`src/rtl/int_ctrl.sv`:
```
// External interrupt controller feeding CP0: synchronizes six sources,
// latches edge/level pending state and exposes it over the data bus.
module int_ctrl #(
  parameter int          N_IRQ       = 6,
  parameter int          SYNC_STAGES = 2,
  parameter logic [5:0]  EN_RESET    = 6'h00
) (
  input  logic             clk,
  input  logic             rst,
  input  logic [N_IRQ-1:0] irq_in,
  input  logic [1:0]       addr,
  input  logic             we,
  input  logic [31:0]      wd,
  output logic [31:0]      rd,
  output logic [N_IRQ-1:0] interrupt,
  output logic             irq_any
);

  localparam logic [1:0] A_PEND = 2'd0;
  localparam logic [1:0] A_EN   = 2'd1;
  localparam logic [1:0] A_MODE = 2'd2;
  localparam logic [1:0] A_SWS  = 2'd3;

  logic [SYNC_STAGES-1:0][N_IRQ-1:0] r_sync;
  logic [N_IRQ-1:0] r_s_d;
  logic [N_IRQ-1:0] r_pend;
  logic [N_IRQ-1:0] r_en;
  logic [N_IRQ-1:0] r_mode;

  logic [N_IRQ-1:0] w_s;
  logic [N_IRQ-1:0] w_rise;
  logic [N_IRQ-1:0] w_set;
  logic [N_IRQ-1:0] w_clr;
  logic [N_IRQ-1:0] w_pend_nx;
  logic [N_IRQ-1:0] w_wd;
  logic             w_unused;

  assign w_s      = r_sync[SYNC_STAGES-1];
  assign w_wd     = wd[N_IRQ-1:0];
  assign w_unused = ^wd[31:N_IRQ];
  assign w_rise   = w_s & ~r_s_d;

  always_comb begin
    w_set = w_rise;
    w_clr = '0;
    unique case (1'b1)
      (we && addr == A_SWS):  w_set = w_rise | w_wd;
      (we && addr == A_PEND): w_clr = w_wd;
      default: ;
    endcase
  end

  // Edge bits: set wins over W1C so a coincident event is never lost.
  always_comb begin
    w_pend_nx = w_s;
    for (int i = 0; i < N_IRQ; i++) begin
      if (r_mode[i]) begin
        if (w_set[i])      w_pend_nx[i] = 1'b1;
        else if (w_clr[i]) w_pend_nx[i] = 1'b0;
        else               w_pend_nx[i] = r_pend[i];
      end
    end
  end

  always_ff @(posedge clk) begin
    if (rst) begin
      r_sync <= '0;
      r_s_d  <= '0;
      r_pend <= '0;
      r_mode <= '0;
      r_en   <= EN_RESET[N_IRQ-1:0];
    end else begin
      r_sync <= {r_sync[SYNC_STAGES-2:0], irq_in};
      r_s_d  <= w_s;
      r_pend <= w_pend_nx;
      if (we && addr == A_EN)   r_en   <= w_wd;
      if (we && addr == A_MODE) r_mode <= w_wd;
    end
  end

  always_comb begin
    rd = '0;
    case (addr)
      A_PEND:  rd[N_IRQ-1:0] = r_pend;
      A_EN:    rd[N_IRQ-1:0] = r_en;
      A_MODE:  rd[N_IRQ-1:0] = r_mode;
      default: rd[N_IRQ-1:0] = w_s;
    endcase
  end

  assign interrupt = r_pend & r_en;
  assign irq_any   = |interrupt;

endmodule

```
`config.mk`:
```
export PLATFORM = sky130hd
export DESIGN_NAME = int_ctrl
export DESIGN_NICKNAME = d
export VERILOG_FILES = /design/src/rtl/int_ctrl.sv
export SDC_FILE = /design/constraint.sdc
export NUM_CORES = 1
export LEC_CHECK = 0
export CORE_ASPECT_RATIO = 1.2
export CORE_MARGIN = 3
export CORE_UTILIZATION = 45
export CTS_BUF_LIST = sky130_fd_sc_hd__clkbuf_8
export DETAILED_ROUTE_END_ITERATION = 6
export PLACE_DENSITY_LB_ADDON = 0.1
export SETUP_SLACK_MARGIN = 0.5
export SLEW_MARGIN = 20
export SYNTH_ARGS = -nofsm -noshare
export SYNTH_HDL_FRONTEND = slang
export SYNTH_SLANG_ARGS = --single-unit
```
`constraint.sdc`:
```
create_clock -name clk -period 3.11 [get_ports clk]
set_clock_uncertainty 0.1 [all_clocks]
set_input_delay 0.311 -clock clk [delete_from_list [all_inputs] [get_ports clk]]
set_output_delay 0.311 -clock clk [all_outputs]
set_load 0.05 [all_outputs]
```
==> results of run 1 <==
-- power breakdown --
group          internal [mW]  switching [mW]
logic                 0.0494           0.123
clock network          0.176           0.159
registers              0.478         0.00948
total                  0.704           0.292
-- Yosys cell counts --
| master | count |
|---|---|
| a311o_1 | 6 |
| buf_4 | 29 |
| or2_1 | 1 |
| nand2_1 | 12 |
| mux4_1 | 2 |
| and2_4 | 2 |
| clkbuf_1 | 4 |
| and2_1 | 4 |
| inv_1 | 1 |
| nand3b_2 | 2 |
| a31oi_1 | 6 |
| nor2b_1 | 19 |
| or2_2 | 1 |
| conb_1 | 1 |
| o21ai_0 | 6 |
| dfxtp_1 | 36 |
| nor2_1 | 12 |
| mux4_2 | 4 |
| or4_1 | 1 |
| mux2i_1 | 12 |
| buf_2 | 1 |
| a21oi_1 | 6 |
-- per-layer routing --
layer / wire length (um) / track usage
met1: 1433 / 0.1978
met2: 1590 / 0.2596
met3: 202 / 0.05487
met4: 63 / 0.06368
met5: 0 / 0
-- flip-flops by register name, indices dropped and copies added (netlist names) --
name	cells
r_sync	6
r_mode	6
r_en	6
w_s	6
r_pend	6
r_s_d	6
-- metrics by stage --
stage                     instance area, um^2    util  power (mW)
after global routing                     1984  0.5746       1.038
final                                    1984  0.5746      0.9954
after CTS                                1984  0.5746       1.006
after global placement                   1898  0.5496      0.6694
after detailed placement                 1898  0.5496      0.6721
after floorplan                          1774       -      0.6533
-- cells by family after synthesis --
logic type             Yosys count  share of synthesized area
muxes                           18                     0.1564
AOI/OAI and AO/OA               24                    0.09383
and+or+nand+nor                 54                     0.1750
buffers and inverters           35                     0.1437
other                            1                   0.002232
DFF                             36                     0.4289
-- critical path, delay by kind of cell --
kind	cells	cell delay, ps
buffers and inverters	4	1220
multiplexers	1	540
-- final timing paths --
| kind | start | slack (ps) | to |
|---|---|---|---|
| worst max register to register | r_pend[5] | 2030 | r_pend[5] |
| worst min-delay path | r_sync[2] | 340 | w_s[2] |
| worst min register to register | r_sync[2] | 340 | w_s[2] |
| worst max-delay path | addr[0] | 620 | rd[4] |
-- cell type report --
type,instances,area (um^2),share of cell area
Clock inverter,2,10.01,0.005044
Sequential cell,36,720.7,0.3632
Clock buffer,6,82.58,0.04161
Multi-Input combinational cell,122,812.0,0.4092
Tap cell,37,46.29,0.02333
Inverter,1,3.754,0.001892
Timing Repair Buffer,33,309.0,0.1557
-- what timing repair did --
| item | CTS | global route |
|---|---|---|
| hold buffers | 0 | 0 |
| gates resized for setup | 5 | 0 |
| endpoints found under the setup margin | 5 | 0 |
==> qor.txt, run 1 <==
min-delay worst type: reg -> reg
core area: 3453 um^2
first-pass GRT wire length: 5.292 mm
setup TNS: 0 ps
crit path capture type: output port
commonest non-fill, non-tap cell in the layout: dfxtp_1
WL/cell: 13.88 um
post-place setup slack: 421.1 ps
synthesized area per cell: 10.00 um^2
Syn Inst Count: 168
# H-tree levels: 2
I/O pins: 82
Worst-path clk slew: 60 ps
port bufs: 29
Layout area overhead: 18.09%
Setup Fix Bufs, Post-CTS: 0
DRC violations left: 0
DPL Wire Length: 2.363 mm
layout cells sized above 1: 0.1150
final max-slew violation count: 0
detailed-route via count: 1206
GP Congestion: 0.7722
initial antenna violation count: 0
clock root cell: clkbuf_8
worst-skew pair later-pin latency: 290 ps
top cell type's share of synthesized area: 0.4289
TritonCTS buffer count: 5
final setup vio count: 0
Slew HR: 0.6590
placed insts: 229
synth top area cells: dfxtp_1, buf_4, mux2i_1, nor2b_1, mux4_2
Hold Vio Cnt, Final: 0
setup ws final: 620.0 ps
Seq cells post-synth: 36
Worst-Margin Slew: 509.9 ps
VDD IR-drop max: 411.7 uV
library cells used by synthesis: 22
layout net count: 242
clk buf depth: 2
commonest non-fill, non-tap cells in the layout: dfxtp_1, conb_1, clkdlybuf4s50_1
cell area after synthesis: 1680 um^2
die height: 72.94 um
CP arrival: 2080 ps
DR vias/cell: 5.089
die area: 4507 um^2
Max Fclk: 401.6 MHz
pin count of the biggest net entering global routing: 37
final std cells w/o fill: 237
drt initial violations: 44
crit start category: input pin
sequential-to-total area share from yosys stat: 0.4289
Pre-Repair DR Iteration Count: 4
WP data required: 2700 ps
Worst R2R Path Depth: 3
Hold Path Depth: 1
Setup CP Type: in -> out
vias in the first global route: 1104
Power Density: 501.6 nW/um^2
CP most frequent cell: buf_4
# rows: 23
Hold Slack: 340.7 ps
Final Cycle Share: 0.8007
GR Util All Layers: 0.1625
ANT nets after route: 0
antenna diode count: 0
TritonCTS clock tree: built
Final min period: 2490 ps
status: complete, no violations
LEAKAGE: 0.8913 nW
Die W: 61.79 um
Filler cells: 303
max_cap viols: 0
RSZ-0062 raised after global routing: false
Yosys Warn Count: 0
critical path, cell by cell: clkdlybuf4s50_1, buf_4, buf_4, mux4_1, buf_4
CP max stage delay: 660 ps
leading area contributor after synthesis: dfxtp_1
CP max FO: 7
CP max-delay cell: clkdlybuf4s50_1
Starting Density: 0.4866
Overflow after GRT: 0
Sink Count: 36
Total Routed Length: 3.289 mm
(Power assumes the default switching activity.)
==> inputs of run 2 (changes only) <==
--- a/config.mk
+++ b/config.mk
@@ -7,7 +7,7 @@
 export LEC_CHECK = 0
 export CORE_ASPECT_RATIO = 1.2
 export CORE_MARGIN = 3
-export CORE_UTILIZATION = 45
+export CORE_UTILIZATION = 38
 export CTS_BUF_LIST = sky130_fd_sc_hd__clkbuf_8
 export DETAILED_ROUTE_END_ITERATION = 6
 export PLACE_DENSITY_LB_ADDON = 0.1
==> constraint.sdc (replaced) <==
create_clock -name clk -period 2.2 [get_ports clk]
set_clock_uncertainty 0.1 [all_clocks]
set_input_delay 0.22 -clock clk [delete_from_list [all_inputs] [get_ports clk]]
set_output_delay 0.22 -clock clk [all_outputs]
set_load 0.05 [all_outputs]
==> qor.txt, run 2 (synthesized netlist as in run 1, its figures left out) <==
status: complete, no violations
commonest non-fill, non-tap cells in the layout: dfxtp_1, conb_1, nor2b_1
max_cap viols: 0
die height: 78.85 um
Power Density: 678.9 nW/um^2
vias in the first global route: 1140
DR vias/cell: 4.731
detailed-route via count: 1230
clk buf depth: 2
Worst R2R Path Depth: 3
Final min period: 1973 ps
Overflow after GRT: 0
commonest non-fill, non-tap cell in the layout: dfxtp_1
Filler cells: 398
min-delay worst type: reg -> reg
TritonCTS clock tree: built
reg-to-reg startpoint: r_mode[2]
Max Fclk: 506.8 MHz
first-pass GRT wire length: 5.485 mm
VDD IR-drop max: 410.5 uV
I/O pins: 82
placed inst area: 1932 um^2
drt initial violations: 62
pin count of the biggest net entering global routing: 37
layout cells sized above 1: 0.2039
critical path startpoint: r_en[2]
LEAKAGE: 0.9417 nW
Hold Vio Cnt, Final: 0
reg2reg end: r_pend[2]
Pre-Repair DR Iteration Count: 4
Sink Count: 36
# rows: 25
ANT nets after route: 0
port bufs: 29
setup TNS: 0 ps
clock root cell: clkbuf_8
die area: 5259 um^2
CP max FO: 2
layout net count: 248
Layout area overhead: 23.90%
hold bufs inserted after CTS: 0
Final Cycle Share: 0.8968
RSZ-0062 raised after global routing: true
# H-tree levels: 2
final max-slew violation count: 0
TritonCTS buffer count: 5
final setup vio count: 0
DRC violations left: 0
Starting Density: 0.4101
core area: 4098 um^2
Total Routed Length: 3.321 mm
end point of the critical path: irq_any
crit start category: register
antenna diode count: 0
WL/cell: 12.77 um
worst-skew pair later-pin latency: 280 ps
GR Util All Layers: 0.1410
register area: 725.7 um^2
Die W: 66.71 um
WP data required: 1880 ps
initial antenna violation count: 0
area occupied by multi-input gates: 819.5 um^2
Final Instance Area: 2082 um^2
CP arrival: 1650 ps
R2R setup slack: 1130 ps
Worst-path clk slew: 70 ps
crit path capture type: output port
GP Congestion: 0.8000
Setup CP Type: reg -> out
DPL Wire Length: 2.393 mm
run 2: cell count changes in the layout (fill, tap and decap cells not counted), moves of 2 or more:
cell,previous run,this run
clkdlybuf4s50_1,22,14
buf_4,6,10
buf_6,0,4
dfxtp_1,36,32
dfxtp_2,0,4
buf_8,0,3
and2_1,4,2
and2_4,2,4
clkinv_2,2,0
inv_1,1,3
run 2: per-layer routing:
layer | routed length, um | up-vias | track usage
li1 | - | 596 | -
met1 | 1452 | 571 | 0.1726
met2 | 1545 | 57 | 0.2252
met3 | 260 | 6 | 0.04385
met4 | 62 | 0 | 0.06098
met5 | 0 | - | 0
run 2: worst max-delay path: stages (launching register included):
cell and delay (ps):
dfxtp_2 320, and2_4 150, or2_4 240, or4_4 490, buf_8 170
run 2: layout make-up:
class | instances | area share
clock inverters | 2 | 0.003606
multi-input cells | 122 | 0.3936
inverters | 1 | 0.001803
well taps | 54 | 0.03245
clock buffers | 6 | 0.03966
flip-flops and latches | 36 | 0.3486
repair buffers | 39 | 0.1803
run 2: worst min-delay path by stage:
stage               startpoint   endpoint  slack (ps)  cells after the start
floorplan            irq_in[0]  r_sync[0]         250                      1
global placement     r_sync[3]     w_s[3]         320                      1
detailed placement   r_sync[2]     w_s[2]         330                      1
CTS                  r_sync[2]     w_s[2]         340                      1
global route         r_sync[5]     w_s[5]         360                      1
finish               r_sync[0]     w_s[0]         340                      1
run 2: repair_timing:
| item | 4_1_cts | 5_1_grt |
|---|---|---|
| buffers inserted | 3 | 1 |
| endpoints found under the setup margin | 25 | 6 |
| pin swaps | 2 | 2 |
| gates resized for setup | 21 | 8 |
run 2: through the flow:
stage | hold WS (ps) | cells | util | worst slack [ps] | power, mW
global route | 361.3 | 260 | 0.5081 | 187.9 | 1.482
floorplan | 248.2 | 193 | - | 536.5 | 0.9242
detailed placement | 327.0 | 248 | 0.4715 | 101.0 | 0.9515
CTS | 343.5 | 259 | 0.5023 | 225.1 | 1.432
global placement | 318.0 | 248 | 0.4715 | 87.76 | 0.9484
finish | 339.4 | 260 | 0.5081 | 227.0 | 1.413
run 2: where the power goes:
group / switching, mW / internal, mW
clock network: 0.223 / 0.246
logic: 0.176 / 0.0795
registers: 0.0130 / 0.676
